==> src/rtl/display_source_mux.sv <==
// display_source_mux
//   Picks one of NUM_SRC packed BCD sources for the seven-segment decoders.
//   Supports stepping, direct load, auto-cycling on tick, a blanking interval
//   on every source change, freeze, and leading-zero suppression.
// Ports:
//   clk, rst          clock, synchronous active-high reset
//   tick              one-cycle timing enable; dwell/blank count in ticks
//   enable            display enable (forces tag 0 and all digits dark)
//   src_data/src_tag  packed sources, source s at slice s
//   next/sel_load/sel_in  selection events (load > next > auto expiry)
//   auto_en, freeze, lz_suppress  mode controls
//   hex_tag, digits, blank_mask, cur_sel, switching  registered outputs
module display_source_mux #(
  parameter  int NUM_SRC     = 4,
  parameter  int DIGITS      = 4,
  parameter  int DWELL       = 5,
  parameter  int BLANK_TICKS = 1,
  localparam int SELW        = (NUM_SRC > 2) ? $clog2(NUM_SRC) : 1
) (
  input  logic                        clk,
  input  logic                        rst,
  input  logic                        tick,
  input  logic                        enable,
  input  logic [NUM_SRC*DIGITS*4-1:0] src_data,
  input  logic [NUM_SRC*4-1:0]        src_tag,
  input  logic                        next,
  input  logic                        sel_load,
  input  logic [SELW-1:0]             sel_in,
  input  logic                        auto_en,
  input  logic                        freeze,
  input  logic                        lz_suppress,
  output logic [3:0]                  hex_tag,
  output logic [DIGITS*4-1:0]         digits,
  output logic [DIGITS-1:0]           blank_mask,
  output logic [SELW-1:0]             cur_sel,
  output logic                        switching
);
  localparam int DW  = DIGITS * 4;
  localparam int DCW = (DWELL > 1) ? $clog2(DWELL) : 1;
  localparam int BCW = (BLANK_TICKS > 1) ? $clog2(BLANK_TICKS) : 1;
  localparam logic [SELW:0]   NSRC       = (SELW+1)'(NUM_SRC);
  localparam logic [SELW-1:0] LAST_SEL   = SELW'(NUM_SRC - 1);
  localparam logic [DCW-1:0]  DWELL_LAST = DCW'(DWELL - 1);
  localparam logic [BCW-1:0]  BLANK_LAST = BCW'(BLANK_TICKS - 1);

  typedef enum logic {SHOW, BLANK} state_e;

  state_e          state_q, state_d;
  logic [SELW-1:0] cur_sel_q, cur_sel_d;
  logic [DCW-1:0]  dwell_cnt_q, dwell_cnt_d;
  logic [BCW-1:0]  blank_cnt_q, blank_cnt_d;
  logic [DW-1:0]   digits_q, digits_d;
  logic [3:0]      tag_q, tag_d;          // selected tag before enable gating
  logic [3:0]      hex_tag_q, hex_tag_d;
  logic [DIGITS-1:0] blank_mask_q, blank_mask_d;
  logic            switching_q, switching_d;

  logic [SELW-1:0] sel_inc;
  logic            load_ok, expire, sel_evt;
  logic [DW-1:0]   src_slice;
  logic [3:0]      tag_slice;

  // Mark leading zero nibbles from the top down; digit 0 always stays lit.
  function automatic logic [DIGITS-1:0] lz_mask(input logic [DW-1:0] d);
    logic seen;
    lz_mask = '0;
    seen    = 1'b0;
    for (int i = DIGITS - 1; i >= 1; i--) begin
      if (d[i*4 +: 4] != 4'h0) seen = 1'b1;
      lz_mask[i] = !seen;
    end
  endfunction

  always_comb begin
    sel_inc = (cur_sel_q == LAST_SEL) ? '0 : cur_sel_q + 1'b1;
    // An out-of-range load is dropped so lower-priority next still applies.
    load_ok = sel_load && ({1'b0, sel_in} < NSRC);
    expire  = (state_q == SHOW) && auto_en && !freeze && tick &&
              (dwell_cnt_q == DWELL_LAST);
    sel_evt = load_ok || next || expire;

    cur_sel_d   = cur_sel_q;
    state_d     = state_q;
    dwell_cnt_d = dwell_cnt_q;
    blank_cnt_d = blank_cnt_q;

    if (load_ok)              cur_sel_d = sel_in;
    else if (next || expire)  cur_sel_d = sel_inc;

    // An event swallows a coincident tick: both counters restart at 0.
    if (sel_evt) begin
      state_d     = BLANK;
      dwell_cnt_d = '0;
      blank_cnt_d = '0;
    end else if (state_q == BLANK) begin
      dwell_cnt_d = '0;
      if (tick) begin
        if (blank_cnt_q == BLANK_LAST) begin
          state_d     = SHOW;
          blank_cnt_d = '0;
        end else begin
          blank_cnt_d = blank_cnt_q + 1'b1;
        end
      end
    end else begin
      if (!auto_en)            dwell_cnt_d = '0;
      else if (tick && !freeze) dwell_cnt_d = dwell_cnt_q + 1'b1;
    end

    // Output registers follow the next state so cur_sel and switching move together.
    src_slice = src_data[int'(cur_sel_d)*DW +: DW];
    tag_slice = src_tag[int'(cur_sel_d)*4 +: 4];

    digits_d = digits_q;
    tag_d    = tag_q;
    if (state_d == BLANK) begin
      digits_d = '0;
      tag_d    = '0;
    end else if (!freeze || state_q == BLANK) begin
      // First SHOW cycle after BLANK always loads, even when frozen.
      digits_d = src_slice;
      tag_d    = tag_slice;
    end

    if (!enable || state_d == BLANK) blank_mask_d = '1;
    else if (lz_suppress)            blank_mask_d = lz_mask(digits_d);
    else                             blank_mask_d = '0;

    hex_tag_d   = enable ? tag_d : 4'h0;
    switching_d = (state_d == BLANK);
  end

  always_ff @(posedge clk) begin
    if (rst) begin
      state_q      <= SHOW;
      cur_sel_q    <= '0;
      dwell_cnt_q  <= '0;
      blank_cnt_q  <= '0;
      digits_q     <= '0;
      tag_q        <= '0;
      hex_tag_q    <= '0;
      blank_mask_q <= '1;
      switching_q  <= 1'b0;
    end else begin
      state_q      <= state_d;
      cur_sel_q    <= cur_sel_d;
      dwell_cnt_q  <= dwell_cnt_d;
      blank_cnt_q  <= blank_cnt_d;
      digits_q     <= digits_d;
      tag_q        <= tag_d;
      hex_tag_q    <= hex_tag_d;
      blank_mask_q <= blank_mask_d;
      switching_q  <= switching_d;
    end
  end

  assign hex_tag    = hex_tag_q;
  assign digits     = digits_q;
  assign blank_mask = blank_mask_q;
  assign cur_sel    = cur_sel_q;
  assign switching  = switching_q;
endmodule
==> config.mk <==
export PLATFORM = sky130hd
export DESIGN_NAME = display_source_mux
export DESIGN_NICKNAME = d
export VERILOG_FILES = /design/src/rtl/display_source_mux.sv
export SDC_FILE = /design/constraint.sdc
export NUM_CORES = 1
export LEC_CHECK = 0
export CORE_AREA = 3 3 80 89
export CTS_CLUSTER_SIZE = 30
export DETAILED_ROUTE_END_ITERATION = 8
export DIE_AREA = 0 0 83 92
export HOLD_SLACK_MARGIN = 0.1
export PLACE_DENSITY = 0.75
export SLEW_MARGIN = 20
export SYNTH_ARGS = -nofsm -noshare
export SYNTH_HDL_FRONTEND = slang
export SYNTH_SLANG_ARGS = --single-unit
export TNS_END_PERCENT = 100
==> constraint.sdc <==
create_clock -name clk -period 2.5 [get_ports clk]
set_clock_uncertainty 0.1 [all_clocks]
set_input_delay 0.5 -clock clk [delete_from_list [all_inputs] [get_ports clk]]
set_output_delay 0.5 -clock clk [all_outputs]
set_load 0.05 [all_outputs]
==> flow_metrics.env, run 1 <==
export IMPL_status="finished, violations left"
export IMPL_violations="setup timing"
export IMPL_async_flop_share_pct=0
export IMPL_wl_per_cell_um=15.8
export IMPL_ctsHoldBuffers=0
export IMPL_synthAdderAreaFrac_pct=1.68
export IMPL_relSlewSlack_pct=64.5
export IMPL_nets=559
export IMPL_start_util_pct=35.8
export IMPL_period_minus_slack_ns=2.76
export IMPL_ant_nets=0
export IMPL_endpoint_kind="flip-flop"
export IMPL_placed_area_mm2=0.00383
export IMPL_netlist_instances=294
export IMPL_dieArea_mm2=0.00764
export IMPL_timing_hold_ws_ns=0.354
export IMPL_syn_to_final_growth_pct=89.9
export IMPL_reg2reg_slack_ns=-0.26
export IMPL_gr_total_overflow=0
export IMPL_diodes=0
export IMPL_rsz0062_at_grt="true"
export IMPL_setup_viol=7
export IMPL_die_h_um=92
export IMPL_drive_above_1_share_pct=22.4
export IMPL_grt_pass1_vias=3017
export IMPL_fp_dieW_um=83
export IMPL_grt_busiest_layer="met2"
export IMPL_min_delay_path_class="flip-flop to flip-flop"
export IMPL_vias=2887
export IMPL_cts_htree_levels=2
export IMPL_required_ns=2.62
export IMPL_cts_sinks=34
export IMPL_worstSetupPathType="flip-flop to flip-flop"
export IMPL_grtUsageMet2_pct=41.8
export IMPL_grt_pass1_wl_um=14100
export IMPL_critical_path_max_fanout=7
export IMPL_synth_seq_cells=34
export IMPL_core_mm2=0.00623
export IMPL_total_power_uw=1790
export IMPL_synth_distinct_cells=50
export IMPL_synthTopCellsByArea="dfxtp_1 31%, nor2_1 9.1%, mux2i_1 8.5%"
export IMPL_power_density_mw_per_mm2=424
export IMPL_syn_num_nets=388
export IMPL_hold_start="tag_q[2]"
export IMPL_numPortBuffers=117
export IMPL_place_congestion=0.896
export IMPL_yosys_top_cells_count="54 x nor2_1, 41 x nand2_1, 34 x dfxtp_1"
export IMPL_grt_util_all_layers_pct=22.4
export IMPL_r2r_start="cur_sel[1]"
export IMPL_max_cap_violations=0
export IMPL_synth_top_family_by_area="simple AND/OR/NAND/NOR gates"
export IMPL_drt_wl_total_um=8620
export IMPL_hold_viol=0
export IMPL_synth_area_mux_share_pct=10.7
export IMPL_clk_path_buf_depth=2
export IMPL_drtPass1Iterations=4
export IMPL_netlist_area_leader_share_pct=30.5
export IMPL_switching_share_pct=29.9
export IMPL_syn_mean_instance_area_um2=7.58
export IMPL_ir_drop_v=0.000294
export IMPL_post_dp_hpwl_um=6550
export IMPL_drv_slew=0
export IMPL_vias_per_cell=5.30
export IMPL_fin_crit_sh_pct=110
export IMPL_power_static_leakage_uw=0.00170
export IMPL_pre_cts_slack_ns=-0.667
export IMPL_fin_setup_tns_ns=-0.966
export IMPL_synth_simple_gate_area_share_pct=28.4
export IMPL_synth_compound_area_share_pct=23.1
export IMPL_p_int_uw=1260
export IMPL_p_sw_uw=537
export IMPL_start_kind="flip-flop"
export IMPL_regToRegEndpoint="blank_mask[1]"
export IMPL_synth_area_leader_cell="dfxtp_1"
export IMPL_hold_depth=2
export IMPL_worst_slack_ns=-0.257
export IMPL_synth_edf_count=0
export IMPL_synth_most_common_cell="nor2_1"
export IMPL_grt_max_degree=14
export IMPL_num_io_pins=118
export IMPL_fp_row_count=30
export IMPL_yosysSeqAreaShare_pct=30.5
export IMPL_power_frac_clock_pct=28.8
export IMPL_first_iter_violations=114
export IMPL_synth_xor_area_share_pct=0.786
export IMPL_cp_arrival_ns=2.88
export IMPL_p_seq_share_pct=31.7
export IMPL_clk_latency_ns=0.29
export IMPL_synth_warning_count=0
export IMPL_antenna_found_initial=0
export IMPL_drc=0
export IMPL_path_clk_slew_ns=0.07
export IMPL_fmax_mhz=363
export IMPL_tightest_slew_ns=0.531
export IMPL_synthFlopType="dfxtp_1"
export IMPL_p_comb_share_pct=39.5
export IMPL_cts_root_buf="clkbuf_8"
export IMPL_cts_made_buffers=5
export IMPL_fin_area_mm2=0.00423
export IMPL_gr_usage_met1_pct=24.5
export IMPL_syn_area_mm2=0.00223
export IMPL_holdPathEnd="tag_q[2]"
export IMPL_tritoncts="yes"
export IMPL_reg2reg_depth=10
export IMPL_grt_util_met3_pct=6.20
==> area by class of cell <==
cell class                 count  area, um^2
clock buffer                   6        82.6
clock inverter                 1        30.0
fill                         511        2000
inverter                       5        18.8
multi-input combinational    239        1600
sequential                    34         688
tap                           80         100
timing repair buffer         180        1710
==> per-stage QoR <==
stage               utilization (%)  cells
CTS                            66.9    543
detailed placement             61.4    524
finish                         67.9    545
global route                   67.9    545
floorplan                         -    294
global placement               61.4    524
==> power groups by stage <==
stage          Clock, uW  Combinational, uW  Sequential [uW]
6_report             517                708              569
5_1_grt              548                759              570
4_1_cts              528                689              569
3_5_place_dp           0                611              582
3_3_place_gp           0                602              581
2_1_floorplan          0                252              633
==> how the worst max path moves through the flow <==
stage                     slack (ns)        from            end  cells after the start
final                          -0.26  cur_sel[1]  blank_mask[1]                     10
after global routing           -0.34  cur_sel[1]  blank_mask[1]                     11
after floorplan                -0.15  cur_sel[0]  blank_mask[1]                     10
after global placement         -0.63     auto_en  blank_mask[1]                     10
after CTS                      -0.25  cur_sel[1]  blank_mask[1]                     11
after detailed placement       -0.67     auto_en  blank_mask[1]                     10
==> state kept, by name (all words and copies together), names as in the netlist <==
signal and count:
digits 16, blank_mask 4, hex_tag 4, tag_q 4, dwell_cnt_q 3, cur_sel 2, switching 1
==> cells by family (layout without fill, tap and decap cells) <==
| kind of cell | after synthesis | count (layout) |
|---|---|---|
| multiplexers | 22 | 22 |
| flip-flops | 34 | 34 |
| buffers and inverters | 21 | 192 |
| XOR/XNOR | 2 | 2 |
| AND/OR/NAND/NOR | 139 | 139 |
| AO/OA/AOI/OAI | 73 | 73 |
| adder cells (fa/ha/maj) | 3 | 3 |
==> worst max-delay path, stage by stage, from the launching register on <==
cell and delay [ns]:
dfxtp_4 0.36, ha_4 0.16, or4b_4 0.51, mux2_4 0.32
a21oi_4 0.24, buf_12 0.17, mux2i_4 0.21, o32ai_1 0.11
a31oi_1 0.22, nand4_1 0.14, o21bai_1 0.14
==> layer usage <==
layer | part of all wire [%] | up-vias
met5 | 0 | -
met2 | 52 | 118
li1 | - | 1398
met4 | 1.8 | 0
met1 | 40 | 1354
met3 | 7.0 | 17
==> repair_timing <==
| item | 4_1_cts | 5_1_grt |
|---|---|---|
| gates cloned | 1 | 0 |
| setup endpoints to repair | 14 | 19 |
| setup buffers | 11 | 4 |
| hold endpoints to repair | 0 | 0 |
| pin swaps | 18 | 17 |
| gates resized for setup | 28 | 16 |
==> cell usage in the layout (no fill, tap or decap), types with 2 or more instances in the layout <==
| cell type | instances |
|---|---|
| dfxtp_1 | 32 |
| nand3_1 | 16 |
| dlygate4sd2_1 | 4 |
| nor2_1 | 51 |
| o21a_1 | 2 |
| and3_1 | 4 |
| inv_1 | 5 |
| buf_4 | 51 |
| nor2_2 | 3 |
| o32ai_1 | 6 |
| a21oi_2 | 3 |
| mux2i_4 | 3 |
| nor4_1 | 2 |
| clkdlybuf4s50_1 | 113 |
| a31oi_1 | 6 |
| dfxtp_4 | 2 |
| and2_1 | 4 |
| o21ai_1 | 4 |
| o21ai_0 | 10 |
| o211ai_1 | 5 |
| clkbuf_8 | 6 |
| buf_6 | 8 |
| mux2i_1 | 16 |
| a311oi_1 | 2 |
| buf_12 | 3 |
| nand2b_1 | 3 |
| nand2_1 | 41 |
| a21oi_1 | 16 |
| nor2b_1 | 4 |
| o211a_4 | 2 |
| o2111ai_1 | 2 |
Note: power is estimated with default switching activity, not from simulation.
==> run 2, diff against run 1 <==
- CORE_AREA: 3 3 80 89 -> 3 3 76 85
- DIE_AREA: 0 0 83 92 -> 0 0 79 88
- PLACE_DENSITY: 0.75 -> 0.78
- clock period: 2.5 -> 2.6 ns (I/O delays scaled with it)
==> run 2 against run 1 <==
  * The run still ends with setup timing left
  * Combinational power is 6.1% lower
  * Total power is 4.4% lower
  * Final area is 1.1% lower
  * Clock power is 3% lower
  * Non-clock buffer count is 1 lower
  * Global-route usage is 2.5 points higher
  * Critical path depth stayed put
  * Worst hold slack worse by 0.0017 ns
  * Flip-flop and latch count stayed put
  * Die area is 9.0% lower
  * Via count is 0.90% lower
  * Critical endpoint unchanged
  * Largest cell class unchanged
  * Largest power group unchanged
==> flow_metrics.env, run 2 (synthesis results as in run 1) <==
export IMPL_status="finished, violations left"
export IMPL_violations="setup timing"
export IMPL_endpoint_kind="flip-flop"
export IMPL_drc=0
export IMPL_layout_common_cells="113 x clkdlybuf4s50_1, 54 x buf_4, 53 x nor2_1"
export IMPL_p_comb_share_pct=38.7
export IMPL_vias_per_cell=5.29
export IMPL_tightest_slew_ns=0.540
export IMPL_antenna_found_initial=0
export IMPL_cts_htree_levels=2
export IMPL_dieArea_mm2=0.00695
export IMPL_fp_dieW_um=79
export IMPL_required_ns=2.73
export IMPL_cp_slowest_cell="or4b_4"
export IMPL_grt_max_degree=15
export IMPL_nets=558
export IMPL_power_frac_clock_pct=29.4
export IMPL_drive_above_1_share_pct=22.2
export IMPL_cts_sinks=34
export IMPL_core_mm2=0.00573
export IMPL_ctsHoldBuffers=0
export IMPL_clk_latency_ns=0.29
export IMPL_path_cells="ha_4 > or4b_4 > buf_4 > mux2i_4 > o21ai_4 > a2111oi_2 > a211o_2 > a21oi_2 > nand4b_1 > o21bai_1"
export IMPL_min_delay_path_class="flip-flop to flip-flop"
export IMPL_ant_nets=0
export IMPL_switching_share_pct=30.3
export IMPL_numPortBuffers=117
export IMPL_grt_pass1_wl_um=13700
export IMPL_start_kind="flip-flop"
export IMPL_start_util_pct=38.9
export IMPL_largest_register_ffs=16
export IMPL_drtPass1Iterations=4
export IMPL_gr_total_overflow=0
export IMPL_wl_per_cell_um=16.1
export IMPL_max_cap_violations=0
export IMPL_fp_row_count=29
export IMPL_drt_wl_total_um=8690
export IMPL_power_static_leakage_uw=0.00170
export IMPL_p_int_uw=1200
export IMPL_fmax_mhz=364
export IMPL_pre_cts_slack_ns=-0.597
export IMPL_first_iter_violations=172
export IMPL_cp_arrival_ns=2.88
export IMPL_rsz0062_at_grt="true"
export IMPL_cpPeakStageDelay_ns=0.51
export IMPL_cts_made_buffers=5
export IMPL_power_density_mw_per_mm2=410
export IMPL_layout_commonest_cell="clkdlybuf4s50_1"
export IMPL_setup_viol=6
export IMPL_worstSetupPathType="flip-flop to flip-flop"
export IMPL_grt_pass1_vias=3018
export IMPL_fin_setup_tns_ns=-0.470
export IMPL_vias=2861
export IMPL_post_dp_hpwl_um=6530
export IMPL_critical_path_max_fanout=5
export IMPL_die_h_um=88
export IMPL_path_clk_slew_ns=0.07
export IMPL_layout_area_seq_um2=688
export IMPL_drv_slew=0
export IMPL_place_congestion=0.944
export IMPL_instances_no_fill=541
export IMPL_cts_root_buf="clkbuf_8"
export IMPL_fill_cells=456
export IMPL_fin_crit_sh_pct=106
export IMPL_multi_input_area_mm2=0.00158
export IMPL_grt_util_all_layers_pct=24.8
export IMPL_place_inst=521
export IMPL_ir_drop_v=0.000286
export IMPL_worst_slack_ns=-0.145
export IMPL_syn_to_final_growth_pct=87.9
export IMPL_p_seq_share_pct=31.9
export IMPL_period_minus_slack_ns=2.74
export IMPL_diodes=0
export IMPL_hold_viol=0
export IMPL_relSlewSlack_pct=63.9
export IMPL_clk_path_buf_depth=2
export IMPL_num_io_pins=118
export IMPL_tritoncts="yes"
export IMPL_p_sw_uw=519
[run 2: worst paths after layout]
check / cells past startpoint / slack, ns / endpoint / startpoint
worst min-delay path: 2 / 0.35 / digits[1] / digits[1]
worst max-delay path: 10 / -0.14 / blank_mask[1] / cur_sel[0]
worst min register to register: 2 / 0.35 / digits[1] / digits[1]
worst max register to register: 10 / -0.14 / blank_mask[1] / cur_sel[0]
[run 2: repair_timing]
action | in CTS | in global routing
resized for setup | 13 | 23
pin swaps | 12 | 16
buffers inserted | 11 | 3
endpoints found under the setup margin | 13 | 18
endpoints found under the hold margin | 0 | 0
cloned | 1 | 0
[run 2: layout make-up]
type / count / area share, %
clock buffers: 6 / 1.97
multi-input cells: 239 / 37.6
repair buffers: 179 / 40.5
well taps: 77 / 2.30
clock inverters: 1 / 0.717
inverters: 5 / 0.448
flip-flops and latches: 34 / 16.4
[run 2: stage by stage]
| step | total power [uW] | cell area, um^2 | utilization [%] | hold WS, ns |
|---|---|---|---|---|
| after global placement | 1130 | 3810 | 66.5 | 0.339 |
| after floorplan | 851 | 2250 | - | 0.329 |
| final | 1720 | 4190 | 73.0 | 0.352 |
| after detailed placement | 1140 | 3810 | 66.5 | 0.347 |
| after CTS | 1690 | 4100 | 71.5 | 0.354 |
| after global routing | 1790 | 4190 | 73.0 | 0.383 |
[run 2: power by group through the flow]
stage               combinational (uW)  clock, uW  sequential, uW
floorplan                          242          0             609
global placement                   576          0             559
detailed placement                 585          0             559
CTS                                637        509             547
global route                       712        531             549
finish                             665        504             547
[run 2: worst max-delay path, delay by kind of cell, from the launching register on]
family,cells,cell delay (ns)
flops,1,0.35
mux,1,0.25
simple gates,2,0.70
buf+inv,1,0.15
compound gates,5,0.97
fa+ha+maj,1,0.16
[run 2: per-layer routing]
layer	vias up	global-route usage [%]	share of wire, %	wire length (um)
met2	129	47.5	52	4530
met5	-	0	0	0
met3	21	7.00	7.3	638
li1	1393	-	-	-
met1	1318	25.5	38	3310
met4	0	9.38	2.5	218
